--- src/rtl/keycode_pkg.sv ---
// Shared types and HID constants for the keycode event decoder.
package keycode_pkg;

    typedef enum logic [1:0] {
        LEFT  = 2'd0,
        RIGHT = 2'd1,
        JUMP  = 2'd2,
        RUN   = 2'd3
    } action_e;

    localparam logic [7:0] HID_EMPTY    = 8'h00;
    localparam logic [7:0] HID_ROLLOVER = 8'h01;
    localparam logic [7:0] HID_SPACE    = 8'h2C;
    localparam int         NUM_SLOTS    = 4;

    typedef struct packed {
        logic    is_press;
        action_e id;
    } key_evt_t;

    // True when any non-empty slot of the keycode word carries the given usage code.
    function automatic logic slot_match(input logic [31:0] kc, input logic [7:0] code);
        logic hit;
        hit = 1'b0;
        for (int s = 0; s < NUM_SLOTS; s++) begin
            if (kc[8*s +: 8] == code && kc[8*s +: 8] != HID_EMPTY) hit = 1'b1;
        end
        return hit;
    endfunction

endpackage

--- src/rtl/keycode_event_decoder_if.sv ---
// Valid/ready event stream carrying {is_press, action_id} from the decoder to the game logic.
interface keycode_event_decoder_if;
    logic       evt_valid;
    logic [2:0] evt_data;
    logic       evt_ready;

    modport master (output evt_valid, output evt_data, input evt_ready);
    modport slave  (input evt_valid, input evt_data, output evt_ready);
endinterface

--- src/rtl/keycode_evt_fifo.sv ---
// Synchronous FIFO of key events; pointers carry one extra wrap bit to tell full from empty.
module keycode_evt_fifo
    import keycode_pkg::*;
#(
    parameter int  DEPTH = 8,
    parameter type T     = key_evt_t
) (
    input  logic clk,
    input  logic rst,
    input  logic push,
    input  T     push_data,
    input  logic pop,
    output logic full,
    output logic empty,
    output T     head
);
    localparam int          AW      = $clog2(DEPTH);
    localparam logic [AW:0] PTR_ONE = (AW+1)'(1);

    logic [AW:0] wr_q, wr_d, rd_q, rd_d;
    logic        wr_en, rd_en;
    T            mem_q [DEPTH];

    assign empty = (wr_q == rd_q);
    assign full  = (wr_q[AW] != rd_q[AW]) && (wr_q[AW-1:0] == rd_q[AW-1:0]);
    assign rd_en = pop & ~empty;
    // A pop frees a slot in the same cycle, so a push while full still lands.
    assign wr_en = push & (~full | rd_en);

    always_comb begin
        wr_d = wr_q;
        rd_d = rd_q;
        if (wr_en) wr_d = wr_q + PTR_ONE;
        if (rd_en) rd_d = rd_q + PTR_ONE;
    end

    always_ff @(posedge clk or posedge rst) begin
        if (rst) begin
            wr_q <= '0;
            rd_q <= '0;
        end else begin
            wr_q <= wr_d;
            rd_q <= rd_d;
        end
    end

    always_ff @(posedge clk) begin
        if (wr_en) mem_q[wr_q[AW-1:0]] <= push_data;
    end

    assign head = mem_q[rd_q[AW-1:0]];

endmodule

--- src/rtl/keycode_event_decoder.sv ---
// Frame-sampled HID keycode to game-action decoder with press/release event FIFO.
// Optional build macro: KEYCODE_DEBOUNCE_EN (two agreeing frames required to change a held bit).
module keycode_event_decoder
    import keycode_pkg::*;
#(
    parameter int         FIFO_DEPTH = 8,
    parameter logic [7:0] KEY_LEFT   = 8'h04,
    parameter logic [7:0] KEY_RIGHT  = 8'h07,
    parameter logic [7:0] KEY_JUMP   = 8'h1A,
    parameter logic [7:0] KEY_RUN    = 8'h0D
) (
    input  logic        Clk,
    input  logic        Reset,
    input  logic        frame_clk,
    input  logic [31:0] keycode,
    output logic [3:0]  held,
    output logic [3:0]  pressed,
    output logic [3:0]  released,
    output logic        overflow,
    keycode_event_decoder_if.master evt
);
    typedef enum logic {IDLE, SCAN} state_e;

    state_e     state_q, state_d;
    logic [1:0] idx_q, idx_d;
    logic       frame_q, frame_d;
    logic       pending_q, pending_d;
    logic       overflow_q, overflow_d;
    logic [3:0] held_q, held_d, pressed_q, pressed_d, released_q, released_d;
    logic [3:0] chg_q, chg_d, new_q, new_d;
    logic [3:0] raw, target;
    logic       tick, rollover, push, drop;
    logic       fifo_full, fifo_empty;
    key_evt_t   push_evt, fifo_head;

    assign tick     = frame_clk & ~frame_q;
    assign frame_d  = frame_clk;
    assign rollover = slot_match(keycode, HID_ROLLOVER);
    assign raw[0]   = slot_match(keycode, KEY_LEFT);
    assign raw[1]   = slot_match(keycode, KEY_RIGHT);
    assign raw[2]   = slot_match(keycode, KEY_JUMP) | slot_match(keycode, HID_SPACE);
    assign raw[3]   = slot_match(keycode, KEY_RUN);

`ifdef KEYCODE_DEBOUNCE_EN
    logic [3:0] prev_q, prev_d;
    // A bit moves only when this sample agrees with the previous valid sample.
    assign target = (~(raw ^ prev_q) & raw) | ((raw ^ prev_q) & held_q);
`else
    assign target = raw;
`endif

    always_comb begin
        state_d    = state_q;
        idx_d      = idx_q;
        pending_d  = pending_q;
        held_d     = held_q;
        pressed_d  = 4'b0000;
        released_d = 4'b0000;
        chg_d      = chg_q;
        new_d      = new_q;
        push       = 1'b0;
        push_evt   = '0;
`ifdef KEYCODE_DEBOUNCE_EN
        prev_d     = prev_q;
`endif
        case (state_q)
            IDLE: begin
                if (tick || pending_q) begin
                    pending_d = 1'b0;
                    if (!rollover) begin
`ifdef KEYCODE_DEBOUNCE_EN
                        prev_d     = raw;
`endif
                        held_d     = target;
                        pressed_d  = target & ~held_q;
                        released_d = held_q & ~target;
                        chg_d      = held_q ^ target;
                        new_d      = target;
                        idx_d      = 2'd0;
                        state_d    = SCAN;
                    end
                end
            end
            SCAN: begin
                if (tick) pending_d = 1'b1;
                push              = chg_q[idx_q];
                push_evt.is_press = new_q[idx_q];
                push_evt.id       = action_e'(idx_q);
                idx_d             = idx_q + 2'd1;
                if (idx_q == 2'd3) state_d = IDLE;
            end
            default: state_d = IDLE;
        endcase
    end

    assign drop       = push & fifo_full & ~(evt.evt_ready & ~fifo_empty);
    assign overflow_d = overflow_q | drop;

    always_ff @(posedge Clk or posedge Reset) begin
        if (Reset) begin
            state_q    <= IDLE;
            idx_q      <= 2'd0;
            frame_q    <= 1'b0;
            pending_q  <= 1'b0;
            overflow_q <= 1'b0;
            held_q     <= 4'b0000;
            pressed_q  <= 4'b0000;
            released_q <= 4'b0000;
            chg_q      <= 4'b0000;
            new_q      <= 4'b0000;
`ifdef KEYCODE_DEBOUNCE_EN
            prev_q     <= 4'b0000;
`endif
        end else begin
            state_q    <= state_d;
            idx_q      <= idx_d;
            frame_q    <= frame_d;
            pending_q  <= pending_d;
            overflow_q <= overflow_d;
            held_q     <= held_d;
            pressed_q  <= pressed_d;
            released_q <= released_d;
            chg_q      <= chg_d;
            new_q      <= new_d;
`ifdef KEYCODE_DEBOUNCE_EN
            prev_q     <= prev_d;
`endif
        end
    end

    keycode_evt_fifo #(
        .DEPTH (FIFO_DEPTH),
        .T     (key_evt_t)
    ) u_fifo (
        .clk       (Clk),
        .rst       (Reset),
        .push      (push),
        .push_data (push_evt),
        .pop       (evt.evt_ready),
        .full      (fifo_full),
        .empty     (fifo_empty),
        .head      (fifo_head)
    );

    assign held          = held_q;
    assign pressed       = pressed_q;
    assign released      = released_q;
    assign overflow      = overflow_q;
    assign evt.evt_valid = ~fifo_empty;
    // Stale RAM contents are masked so the data bus reads zero whenever nothing is queued.
    assign evt.evt_data  = fifo_empty ? 3'b000 : fifo_head;

endmodule

--- src/flat_wrapper.sv ---
// flat-port wrapper written by rule: the top's interface ports become plain ports
module keycode_event_decoder_flat import keycode_pkg::*;
#(
    parameter int         FIFO_DEPTH = 8,
    parameter logic [7:0] KEY_LEFT   = 8'h04,
    parameter logic [7:0] KEY_RIGHT  = 8'h07,
    parameter logic [7:0] KEY_JUMP   = 8'h1A,
    parameter logic [7:0] KEY_RUN    = 8'h0D
)
  (Clk, Reset, frame_clk, keycode, held, pressed, released, overflow, evt_evt_valid, evt_evt_data, evt_evt_ready);
  keycode_event_decoder_if evt_i ();
  input  logic Clk;
  input  logic Reset;
  input  logic frame_clk;
  input  logic [31:0] keycode;
  output logic [3:0] held;
  output logic [3:0] pressed;
  output logic [3:0] released;
  output logic overflow;
  output wire logic [$bits(evt_i.evt_valid)-1:0] evt_evt_valid;
  output wire logic [$bits(evt_i.evt_data)-1:0] evt_evt_data;
  input wire logic [$bits(evt_i.evt_ready)-1:0] evt_evt_ready;
  assign evt_evt_valid = evt_i.evt_valid;
  assign evt_evt_data = evt_i.evt_data;
  assign evt_i.evt_ready = evt_evt_ready;
  keycode_event_decoder #(.FIFO_DEPTH(FIFO_DEPTH), .KEY_LEFT(KEY_LEFT), .KEY_RIGHT(KEY_RIGHT), .KEY_JUMP(KEY_JUMP), .KEY_RUN(KEY_RUN)) u_core (.Clk(Clk), .Reset(Reset), .frame_clk(frame_clk), .keycode(keycode), .held(held), .pressed(pressed), .released(released), .overflow(overflow), .evt(evt_i));
endmodule
--- config.mk ---
export PLATFORM = sky130hd
export DESIGN_NAME = keycode_event_decoder_flat
export DESIGN_NICKNAME = d
export VERILOG_FILES = /design/src/rtl/keycode_pkg.sv /design/src/rtl/keycode_event_decoder_if.sv /design/src/rtl/keycode_evt_fifo.sv /design/src/rtl/keycode_event_decoder.sv /design/src/flat_wrapper.sv
export SDC_FILE = /design/constraint.sdc
export NUM_CORES = 1
export LEC_CHECK = 0
export BUFFER_PORTS_ARGS = -buffer_cell sky130_fd_sc_hd__buf_2
export CAP_MARGIN = 15
export CORE_ASPECT_RATIO = 0.6
export CORE_MARGIN = 2
export CORE_UTILIZATION = 60
export CTS_BUF_LIST = sky130_fd_sc_hd__clkbuf_4 sky130_fd_sc_hd__clkbuf_8 sky130_fd_sc_hd__clkbuf_16
export CTS_CLUSTER_SIZE = 14
export DETAILED_ROUTE_END_ITERATION = 8
export GPL_TIMING_DRIVEN = 0
export MAX_ROUTING_LAYER = met4
export PLACE_DENSITY = 0.95
export SLEW_MARGIN = 20
export SYNTH_ARGS = -nofsm -noshare
export SYNTH_HDL_FRONTEND = slang
export SYNTH_HIERARCHICAL = 1
export SYNTH_SLANG_ARGS = --single-unit
--- constraint.sdc ---
create_clock -name Clk -period 3.32 [get_ports Clk]
set_input_delay 0.498 -clock Clk [delete_from_list [all_inputs] [get_ports Clk]]
set_output_delay 0.498 -clock Clk [all_outputs]
set_load 0.02 [all_outputs]
After elaboration in Yosys (flattened, before gate mapping)
Memory sizes are Yosys's and may differ from the RTL's.
Cells that the tools add are included.

operators by class
  add/subtract/negate cells = 3
  order comparisons = 1
  eq/ne operators = 31
  mux-type cells = 49
  bitwise operators = 19
  reductions and logical operators = 33

operators with widths
  cell                                                                   number
  8-bit by 3-bit equality test with 1-bit output, second input constant  8
  1-bit 2-to-1 mux                                                       34
  8-bit by 1-bit equality test with 1-bit output, second input constant  4
  8-bit by 4-bit equality test with 1-bit output, second input constant  4
  8-bit by 5-bit equality test with 1-bit output, second input constant  4
  8-bit by 6-bit equality test with 1-bit output, second input constant  4
  8-bit nonzero test                                                     4
  1-bit logical AND                                                      25
  4-bit 2-to-1 mux                                                       6
  4-bit by 1-bit adder with 4-bit output, second input constant          2
  4-bit AND                                                              2
  4-bit inverter                                                         2
  3-bit 2-to-1 mux                                                       2
  1-bit inverter                                                         6
  1-bit AND                                                              5
  1-bit binary-select mux with 2-bit select                              2
  4-bit equality test                                                    1
  2-bit 2-to-1 mux                                                       2
  2-bit != test, second input constant                                   2
  1-bit one-hot mux with 2 select lines                                  2
  2-bit one-hot mux with 2 select lines                                  1
  2-bit AND reduction                                                    2
  4-bit bitwise XOR                                                      1
  3-bit equality test                                                    1
  8 further kinds                                                        10

word-level totals
  flip-flop bits (word level) = 30
  bits in writable memories = 24
  output and inout port bits = 17
  logic and storage cells = 148
  memories = 1

memory list
  name                 words  width  rd ports  clocked after memory_dff  wr ports  line                    text
  u_core.u_fifo.mem_q  8      3      1         0                         1         keycode_evt_fifo.sv:22  T mem_q [DEPTH];

Depth between registers and ports, before layout
Gate-level depths: netlist of the first run.

  depth after elaboration = 12
  depth in mapped cells = 8

Cells and area by module
Netlist of the first run, hierarchy kept.

modules (own cells, without submodules)
  module                 instances  cells each  area each (um^2)  sequential area each (um^2)
  keycode_evt_fifo       1          95          1555.2            920.9
  keycode_event_decoder  1          143         1462.7            550.5

Worst setup path after synthesis of the first run
No wires, ideal clock.

  path kind = input-to-reg
  start point = in keycode[9]
  end point = reg u_core.released_q[0], in the netlist u_core/released[0]
  arrival = 1.868 ns
  required time = 3.201 ns
  setup slack = 1.333 ns
  cell stages on the path = 6
  path through = or4b_1 > or4_1 > nand4_2 > inv_1 > ha_1 > and2_1

on the way
  longest elaborated chain between the ends = 10
  elaborated cells on any way between the ends = 16
  classes of those cells = eq/ne: 2; mux: 9; bitwise: 2; reduce/logical: 3

RTL lines
  element                                                                                      line                          text
  start: declaration                                                                           flat_wrapper.sv:15            input logic [31:0] keycode;
  8-bit by 3-bit equality test with 1-bit output / 8-bit nonzero test (equally long branches)  keycode_pkg.sv:26             if (kc[8*s +: 8] == code && kc[8*s +: 8] != HID_EMPTY) hit = 1'b1;
  1-bit logical AND                                                                            keycode_pkg.sv:26
  1-bit 2-to-1 mux (3 in a row)                                                                keycode_pkg.sv:26
  4-bit inverter                                                                               keycode_event_decoder.sv:76   released_d = held_q & ~target;
  4-bit AND                                                                                    keycode_event_decoder.sv:76
  4-bit 2-to-1 mux (*)                                                                         keycode_event_decoder.sv:70   if (!rollover) begin
  4-bit 2-to-1 mux (*)                                                                         keycode_event_decoder.sv:68   if (tick || pending_q) begin
  4-bit 2-to-1 mux (*)                                                                         keycode_event_decoder.sv:66   case (state_q)
  via u_core.released_d[0]                                                                     keycode_event_decoder.sv:29   logic [3:0] held_q, held_d, pressed_q, pressed_d, released_q, released_d;
  end signal: assignment                                                                       keycode_event_decoder.sv:122  released_q <= released_d;
  end: declaration                                                                             keycode_event_decoder.sv:29

Mark *: on every way through the listed nets, which the timed path passes. The rest lies on a longest branch.
A chain may end at the register's enable or synchronous reset.

==> out/qor.txt, run 1 <==
Max Fanout on Critical Path - 9
TritonCTS Buffers - 5
Fin crit share - 74.91%
EDFF count, synth - 24
Maximum vdd drop - 0.3705 mV
Most common cell in the netlist - dfrtp_1
Antenna violations before repair - 0
Clock-pin slew on the worst setup and hold paths - 0.10 ns
CP startpoint kind - flop
Reg area - 1471 µm²
Sw power - 1.022 mW
I/O pins - 53
Initial core utilization - 64.11%
R2r startpoint - u_core/idx_q[0]
Critical Path AT - 1.99 ns
Pwr Total - 2.657 mW
Layout Utilization - 73.79%
YS warnings - 6
M1 WL - 3103 µm
Number of max-cap violations - 0
Min Hold Slack - 0.1391 ns
# H-tree levels - 2
RSZ-0062 raised after global routing - no
Via count - 2174
Fmax - 402.1 MHz
Layout cells sized above 1 - 30.87%
Post-CTS sizing - 0
Yosys reg bits - 54
Status - complete, no violations
Cell-internal power - 1.635 mW
Setup_tns - 0 ns
CP max stage cell - mux4_1
Primary FF master, synth - dfrtp_1
Sequential fraction of the synthesis area - 48.76%
Final std cells w/o fill - 361
Post-DR wirelength/cell - 18.43 µm
Drt drc - 0
Comb power frac - 46.0%
First-pass GRT wire length - 10840 µm
Leak Pwr - 1.446 nW
Worst slew margin - 43.22%
ANT nets after route - 0
Peak per-stage delay on the critical path - 0.57 ns
Vias in the first global route - 2138
# diodes - 0
CP endpoint kind - primary output
Clock Latency Late Sink - 0.30 ns
Wire length on met3 - 397 µm
CTS Sinks - 54
FF-to-FF path depth - 4
Post-CTS Hold Fix Bufs - 0
Synth area leader - dfrtp_1
Min Tclk post-route - 2.487 ns
Routed WL - 6652 µm
Via/cell ratio - 6.022
Yosys top cell area share - 24.88%
Cell row count - 19
Post-synthesis cell area - 3018 µm²
Power share of the clock group - 16.9%
Reg-to-reg endpoint - u_core/u_fifo/mem_q[1][1]
Hold Crit Class - input pin to asynchronous set/reset pin
Layout net count - 344
Postcts setup bufs - 0
Async SR Flop Fraction - 55.56%
Footprint of the multi-input gates - 1393 µm²
CTS Buffer Depth - 2
Clock Root Buffer - clkbuf_8
Syn Nets - 285
Worst path cell trace - buf_6 -> mux4_1 -> mux2_2 -> nor2b_1 -> buf_2
DP Cell Count - 353
Routability cong. - 0.9020
Sw Share - 38.47%
Crit Path Category - flop to primary output
Initial drt markers - 184
Post-DP HPWL - 5049 µm
Gr usage total - 26.94%
Largest net degree at the start of global routing - 23
Port bufs - 52
DIE AREA - 5632 µm²
Most instantiated cells after synthesis - 30 x dfrtp_1, 24 x edfxtp_1, 18 x inv_1, 12 x and2_1, 12 x nor2_1
Filler cell count - 302
Count of final setup violators - 0
Worst Tran Pin Value - 0.8507 ns
P per Cell Area - 765.0 nW/µm²
Uppermost routed layer - met4
Area delta synth->final - 15.09%
Metal2 WL - 3139 µm
Max-slew violations - 0
Reg-to-reg slack, setup - 0.94 ns
Skew final - 0.005246 ns
TritonCTS clock tree - built
Final hold vios - 0
Core box area - 4707 µm²
Die W - 95.56 µm
Flop pwr share - 37.1%
GRT overflow - 0
WP data required - 2.82 ns
Count of different cell masters after synthesis - 51
Mean Syn Cell Area - 12.68 µm²
DRT Pass-1 Iters - 4
Synth area leaders - dfrtp_1 25%, edfxtp_1 24%, ha_1 4.6%, mux4_1 4.4%, and2_1 2.5%
Die Ht - 58.94 µm
Synth Instances - 238
==> registers in the layout, indices dropped and copies added (netlist names), 2 cells and up <==
| name | count |
|---|---|
| u_core/u_fifo/mem_q | 24 |
| u_core/chg_q | 4 |
| u_core/new_q | 4 |
| u_core/pressed | 4 |
| u_core/released | 4 |
| u_core/u_fifo/rd_q | 4 |
| u_core/u_fifo/wr_q | 4 |
| u_core/idx_q | 2 |
==> layout by cell type (no fill, tap or decap), types with 4 or more instances in the layout <==
master,instances
and2_1,12
nor2_1,12
edfxtp_1,24
xnor2_1,7
nor2b_1,8
mux4_1,5
clkbuf_8,5
nor3_1,8
nor4_1,5
nand3_1,5
nor4bb_1,7
inv_1,18
o211ai_1,4
buf_2,55
mux2i_1,5
ha_1,11
nand4_1,9
nor4b_1,4
mux2_4,4
buf_6,6
dfrtp_1,30
nand2_1,11
==> stage by stage <==
stage,setup WS (ns),area [µm²]
final,0.8328,3473
after global routing,0.6883,3473
after CTS,0.8291,3473
after detailed placement,0.9864,3357
after global placement,1.000,3357
after floorplan,1.333,3018
==> worst max-delay path, delay by kind of cell, from the launching register on <==
kind	cells	cell delay, ns
buf+inv	2	0.34
simple gates	1	0.13
mux	2	0.84
flops	1	0.38
==> power by group through the flow <==
stage | Sequential, mW | Clock (mW) | Combinational (mW)
CTS | 0.985 | 0.457 | 1.22
detailed placement | 1.00 | 0 | 1.20
global placement | 0.989 | 0 | 1.13
finish | 0.986 | 0.450 | 1.22
floorplan | 0.993 | 0 | 0.900
global route | 1.01 | 0.487 | 1.31
==> worst max-delay path by stage <==
stage	startpoint	slack [ns]	end	cells after the start
after CTS	u_core/u_fifo/wr_q[2]	0.83	evt_evt_valid	7
after global placement	u_core/idx_q[0]	1.00	u_core/u_fifo/mem_q[1][0]	4
after global routing	u_core/u_fifo/rd_q[0]	0.69	evt_evt_valid	7
after detailed placement	u_core/idx_q[0]	0.99	u_core/u_fifo/mem_q[1][0]	4
after floorplan	keycode[9]	1.33	u_core/released[0]	6
final	u_core/u_fifo/rd_q[0]	0.83	evt_evt_data[0]	5
==> cell type report <==
cell class / instances / area share (%)
Buffer: 10 / 2.486
Timing Repair Buffer: 52 / 7.493
Inverter: 18 / 1.945
Sequential cell: 54 / 42.36
Clock inverter: 3 / 1.369
Multi-Input combinational cell: 156 / 40.09
Tap cell: 63 / 2.269
Clock buffer: 5 / 1.981
==> layer usage <==
metal,vias to the layer above,GRT usage [%]
met2,78,40.66
met1,1079,39.48
met3,4,5.762
li1,1013,-
met4,0,2.857
met5,-,-
==> cells by family after synthesis <==
| family | synth area share (%) |
|---|---|
| muxes | 11.73 |
| AOI/OAI and AO/OA | 6.759 |
| xor gates and xnor gates | 3.400 |
| and+or+nand+nor | 19.69 |
| adders and majority gates | 4.560 |
| buffers and inverters | 5.099 |
| DFF | 48.76 |
No activity file was read; power rests on OpenSTA's default activity.
==> run 2, diff against run 1 <==
- CORE_UTILIZATION: 60 -> 51
- PLACE_DENSITY: 0.95 -> 0.88
- clock period: 3.32 -> 2 ns (I/O delays scaled with it)
==> run 2 against run 1 <==
  * The flow now finishes with violations (negative setup slack)
  * Largest cell class unchanged
  * Non-clock buffer count grew 13
  * Cell count rose by 8.3%
  * Worst hold slack got worse by 0.026 ns
  * Global-route usage shrank 4.9 points
  * Clock power increased by 60%
  * Clock skew fell by 0.00087 ns
  * Wire length is 3.7% higher
==> out/qor.txt, run 2 (same netlist as run 1, synthesis figures left out) <==
Worst path top cell family by delay - multiplexers
Layout cells sized above 1 - 39.23% (+8.4 points)
Worst Tran Pin Value - 0.8603 ns (+0.009578 ns)
Min Tclk post-route - 2.255 ns
Routability cong. - 0.9095 (+0.83%)
Post-DR wirelength/cell - 17.64 µm (-4.3%)
Failing checks - negative setup slack
Clock Latency Late Sink - 0.30 ns (about the same)
Worst path cell trace - buf_6 -> mux4_2 -> mux2_4 -> nor2b_4 -> buf_6
WHS Path Cells - 1
Min Hold Slack - 0.1134 ns (-0.02571 ns)
Via/cell ratio - 5.685 (-5.6%)
Worst slew margin - 42.59% (-0.64 points)
Post-DP Area - 3378 µm² (+0.63%)
HP Start - frame_clk
Routed WL - 6897 µm (+3.7%)
P per Cell Area - 1358 nW/µm² (+78%)
Critical Path AT - 1.96 ns (-0.03 ns)
# H-tree levels - 2 (unchanged)
Maximum vdd drop - 0.5711 mV (+54%)
Final hold vios - 0 (unchanged)
I/O pins - 53 (unchanged)
CP startpoint kind - flop
Largest net degree at the start of global routing - 23 (unchanged)
Final instance area - 3706 µm² (+6.7%)
Core box area - 5649 µm² (+20%)
CP endpoint kind - primary output
Reg-to-reg slack, setup - -0.07 ns (-1.01 ns)
Hold Path Sink - u_core/frame_q
Vias in the first global route - 2068 (-3.3%)
Skew final - 0.004379 ns (-0.0008662 ns)
Crit Path Category - flop to primary output
CP dominant cell by count - buf_6
Leak Pwr - 1.545 nW (+6.8%)
Most frequent cells in the layout - 51 x buf_2, 30 x dfrtp_1, 24 x edfxtp_1, 17 x inv_1
GRT overflow - 0 (unchanged)
Max-slew violations - 0 (unchanged)
Clock Root Buffer - clkbuf_8
Drt drc - 0 (unchanged)
Initial core utilization - 53.42% (-11 points)
Peak per-stage delay on the critical path - 0.53 ns (-0.04 ns)
Die W - 103.3 µm (+8.1%)
Area delta synth->final - 22.80%
R2r startpoint - u_core/u_fifo/rd_q[0]
Gr usage total - 22.00% (-4.9 points)
Cell row count - 21 (+2)
WP data required - 1.70 ns (-1.12 ns)
Hold Crit Class - input pin to flop
Status - finished with violations
DIE AREA - 6569 µm² (+17%)
Via count - 2223 (+2.3%)
Final std cells w/o fill - 391 (+8.3%)
Setup_tns - -1.301 ns (-1.301 ns)
CTS Sinks - 54 (unchanged)
Port bufs - 52 (unchanged)
TritonCTS clock tree - built
Post-DP HPWL - 4893 µm (-3.1%)
Max reg flops - 24 (unchanged)
FF-to-FF path depth - 8 (+4)
CP max stage cell - mux4_2
RSZ-0062 raised after global routing - yes
TritonCTS Buffers - 5 (unchanged)
Number of max-cap violations - 0 (unchanged)
Die Ht - 63.59 µm (+7.9%)
CTS Buffer Depth - 2 (unchanged)
Fmax - 443.5 MHz
DRT Pass-1 Iters - 5 (+1)
Antenna violations before repair - 0 (unchanged)
Setup ws final - -0.2550 ns (-1.088 ns)
Layout net count - 357 (+3.8%)
DP Cell Count - 370 (+4.8%)
Fin crit share - 112.8%
Max Fanout on Critical Path - 5 (-4)
Clock-pin slew on the worst setup and hold paths - 0.09 ns (about the same)
Count of final setup violators - 13 (+13)
# diodes - 0 (unchanged)
Buffers and inverters on the worst path - 2 (unchanged)
ANT nets after route - 0 (unchanged)
First-pass GRT wire length - 10530 µm (-2.9%)
Most common cell after layout, fill and taps aside - buf_2
Initial drt markers - 167 (-9.2%)
Reg-to-reg endpoint - u_core/u_fifo/mem_q[6][1]
run 2: repair_timing:
action	in CTS	in global routing
pin swaps	1	2
setup buffers	4	7
resized for setup	19	22
endpoints found under the hold margin	8	0
cloned	1	0
endpoints found under the setup margin	29	18
hold buffers	1	0
run 2: worst max-delay path by stage:
stage,startpoint,endpoint,slack (ns),cells after the start
final,u_core/u_fifo/rd_q[0],evt_evt_data[2],-0.26,5
after global routing,u_core/u_fifo/rd_q[0],evt_evt_data[2],-0.32,5
after CTS,u_core/u_fifo/rd_q[0],evt_evt_data[2],-0.27,5
after detailed placement,u_core/idx_q[0],u_core/u_fifo/mem_q[1][0],-0.30,4
after global placement,u_core/idx_q[0],u_core/u_fifo/mem_q[1][2],-0.30,4
after floorplan,u_core/idx_q[0],u_core/u_fifo/mem_q[1][0],0.05,4
run 2: metrics by stage:
stage / util [%] / power, mW / setup slack (ns)
finish: 65.60 / 5.033 / -0.2550
global route: 65.60 / 5.307 / -0.3229
CTS: 63.15 / 4.588 / -0.2710
detailed placement: 59.80 / 3.647 / -0.3033
global placement: 59.80 / 3.562 / -0.2951
floorplan: - / 3.141 / 0.04954
run 2: cell type report:
cell class,count,area [µm²]
Clock buffer,5,68.82
Timing Repair Buffer,65,392.9
Clock inverter,3,40.04
Sequential cell,54,1471
Tap cell,80,100.1
Multi-Input combinational cell,156,1470
Fill cell,404,1943
Buffer,10,95.09
Inverter,18,67.56
run 2: worst register-to-register path, delay by kind of cell, from the launching register on:
kind / cells / cell delay [ns]
simple gates: 2 / 0.31
buf+inv: 4 / 0.57
compound gates: 1 / 0.34
flops: 1 / 0.43
xor+xnor: 1 / 0.15
run 2: where the power goes:
| group | switching, mW | leakage (nW) | internal [mW] |
|---|---|---|---|
| sequential | 0.198 | 0.603 | 1.45 |
| clock | 0.351 | 0.0579 | 0.369 |
| combinational | 1.36 | 0.884 | 1.31 |
run 2: layer usage:
layer / GRT usage (%) / share of wire [%] / vias up / wire length [µm]
met5: - / 0 / - / 0
li1: - / - / 1040 / -
met4: 3.618 / 0.86 / 0 / 59
met2: 29.79 / 45 / 86 / 3121
met1: 33.50 / 46 / 1089 / 3156
met3: 6.215 / 8.1 / 8 / 559
==> run 3, diff against run 2 <==
- CORE_UTILIZATION: 51 -> 52
- CTS_BUF_LIST: sky130_fd_sc_hd__clkbuf_4 sky130_fd_sc_hd__clkbuf_8 sky130_fd_sc_hd__clkbuf_16 -> sky130_fd_sc_hd__clkbuf_4 sky130_fd_sc_hd__clkbuf_8
- PLACE_DENSITY: 0.88 -> 0.89
==> run 3 against run 2 <==
  * The run still ends with negative setup slack left
  * Core utilization fell by 0.84 points
  * Combinational power fell by 8.6%
  * Critical path depth did not move
==> out/qor.txt, run 3 (same netlist as run 1, synthesis figures left out) <==
CTS Buffer Depth - 2 (unchanged)
Max-slew violations - 0 (unchanged)
Setup ws final - -0.1852 ns (+0.06983 ns)
Status - finished with violations
HP Start - frame_clk
Cell-internal power - 2.877 mW (-8.0%)
Post-DP HPWL - 4941 µm (+0.97%)
CP startpoint kind - flop
DIE AREA - 6449 µm² (-1.8%)
Clock Root Buffer - clkbuf_8
Leak Pwr - 1.498 nW (-3.0%)
TritonCTS Buffers - 5 (unchanged)
Vias in the first global route - 2098 (+1.5%)
FF-to-FF path depth - 3 (-5)
Initial drt markers - 214 (+28%)
P per Cell Area - 1302 nW/µm² (-4.2%)
DRT Pass-1 Iters - 4 (-1)
Die Ht - 63.01 µm (-0.90%)
Critical Path AT - 1.89 ns (-0.07 ns)
R2r startpoint - u_core/u_fifo/rd_q[3]
Fin crit share - 109.3% (-3.5 points)
Flop pwr share - 35.7% (+3.0 points)
Layout Utilization - 64.77% (-0.84 points)
RSZ-0062 raised after global routing - yes
WP data required - 1.70 ns (about the same)
Routability cong. - 0.7924 (-13%)
Area delta synth->final - 20.11%
Number of max-cap violations - 0 (unchanged)
# H-tree levels - 2 (unchanged)
Antenna violations before repair - 0 (unchanged)
Fmax - 457.6 MHz (+3.2%)
Initial core utilization - 53.92% (+0.50 points)
Sw Share - 39.02% (+1.2 points)
Gr usage total - 23.05% (+1.1 points)
Layout cells sized above 1 - 37.62% (-1.6 points)
Sw power - 1.841 mW (-3.4%)
GRT overflow - 0 (unchanged)
Final hold vios - 0 (unchanged)
First-pass GRT wire length - 10860 µm (+3.1%)
Die W - 102.4 µm (-0.93%)
Reg-to-reg endpoint - u_core/u_fifo/mem_q[0][2]
Cell row count - 21 (unchanged)
Most frequent cells in the layout - 51 x buf_2, 29 x dfrtp_1, 24 x edfxtp_1, 18 x inv_1
Via/cell ratio - 5.700 (+0.25%)
Max Fanout on Critical Path - 5 (unchanged)
I/O pins - 53 (unchanged)
Drt drc - 0 (unchanged)
Clock Latency Late Sink - 0.31 ns (about the same)
Maximum vdd drop - 0.4988 mV (-13%)
Failing checks - negative setup slack
ANT nets after route - 0 (unchanged)
Filler cell count - 408 (+0.99%)
# diodes - 0 (unchanged)
Max reg flops - 24 (unchanged)
Comb power frac - 51.6% (-1.4 points)
Largest net degree at the start of global routing - 23 (unchanged)
Most common cell after layout, fill and taps aside - buf_2
Skew final - 0.008122 ns (+0.003743 ns)
Post-DR wirelength/cell - 17.56 µm (-0.47%)
Hold Path Sink - u_core/frame_q
Min Tclk post-route - 2.185 ns (-0.06983 ns)
CP endpoint kind - primary output
Hold Crit Class - input pin to flop
Worst slew margin - 43.40% (+0.81 points)
Via count - 2183 (-1.8%)
Reg-to-reg slack, setup - 0.06 ns (+0.13 ns)
TritonCTS clock tree - built
WHS Path Cells - 1 (unchanged)
Core box area - 5597 µm² (-0.93%)
Worst Tran Pin Value - 0.8481 ns (-0.01217 ns)
Port bufs - 52 (unchanged)
Clock-pin slew on the worst setup and hold paths - 0.09 ns (about the same)
CTS Sinks - 54 (unchanged)
Power share of the clock group - 12.6% (-1.7 points)
Crit Path Category - flop to primary output
Routed WL - 6724 µm (-2.5%)
Count of final setup violators - 3 (-10)
Pre-CTS setup slack - -0.3385 ns (-0.03516 ns)
Layout net count - 349 (-2.2%)
## run 3: cell count changes in the layout (fill, tap and decap cells not counted), sizes merged
cell    delta
buf        -7
bufinv     -1
## run 3: layout make-up
cell class              instances  area, µm²  share of cell area, %
inverters                      18      67.56                  1.864
multi-input cells             156       1488                  41.04
clock buffers                   6      76.32                  2.106
flip-flops and latches         54       1473                  40.63
well taps                      80      100.1                  2.761
repair buffers                 58      326.6                  9.009
clock inverters                 2      8.758                 0.2416
plain buffers                   9      85.08                  2.347
## run 3: routing by layer
layer / part of all wire [%] / up-vias / wire, µm / global-route usage [%]
met5: 0 / - / 0 / -
li1: - / 1016 / - / -
met1: 47 / 1072 / 3136 / 34.08
met4: 0.82 / 0 / 55 / 6.167
met2: 46 / 89 / 3123 / 33.22
met3: 6.1 / 6 / 409 / 4.027
## run 3: worst max path at each step
stage,start,to,slack [ns],cells past startpoint
2_1_floorplan,u_core/idx_q[0],u_core/u_fifo/mem_q[1][0],0.05,4
3_3_place_gp,u_core/idx_q[0],u_core/u_fifo/mem_q[1][0],-0.29,4
4_1_cts,u_core/u_fifo/rd_q[0],evt_evt_data[2],-0.21,5
5_1_grt,u_core/u_fifo/rd_q[0],evt_evt_data[0],-0.26,5
3_5_place_dp,u_core/idx_q[0],u_core/u_fifo/mem_q[1][2],-0.34,4
6_report,u_core/u_fifo/rd_q[0],evt_evt_data[0],-0.19,5
## run 3: power by group through the flow
stage          Sequential, mW  Combinational, mW  Clock (mW)
3_5_place_dp             1.66               1.97           0
3_3_place_gp             1.64               1.90           0
5_1_grt                  1.72               2.60       0.657
4_1_cts                  1.67               2.24       0.611
2_1_floorplan            1.65               1.49           0
6_report                 1.69               2.44       0.596
## run 3: stage by stage
stage / power [mW] / setup TNS, ns / instances / hold slack, ns / cell area (µm²)
4_1_cts: 4.526 / -0.6074 / 381 / 0.1061 / 3565
3_5_place_dp: 3.634 / -3.564 / 370 / 0.2821 / 3378
3_3_place_gp: 3.537 / -2.172 / 370 / 0.2661 / 3378
6_report: 4.718 / -0.5357 / 383 / 0.1115 / 3625
2_1_floorplan: 3.141 / 0 / 238 / 0.1157 / 3018
5_1_grt: 4.979 / -0.8097 / 383 / 0.1001 / 3625
## run 3: repair_timing
| item | 4_1_cts | 5_1_grt |
|---|---|---|
| resized for setup | 25 | 13 |
| pin swaps | 0 | 2 |
| endpoints found under the setup margin | 29 | 26 |
| setup buffers | 2 | 2 |
| cloned | 1 | 0 |
| hold buffers | 1 | 0 |
| endpoints found under the hold margin | 8 | 0 |
## run 3: worst max-delay path, cell delays in order (launching register included)
cell	delay (ns)
dfrtp_1	0.39
buf_6	0.16
mux4_2	0.49
mux2_4	0.28
nor2b_4	0.13
buf_6	0.12
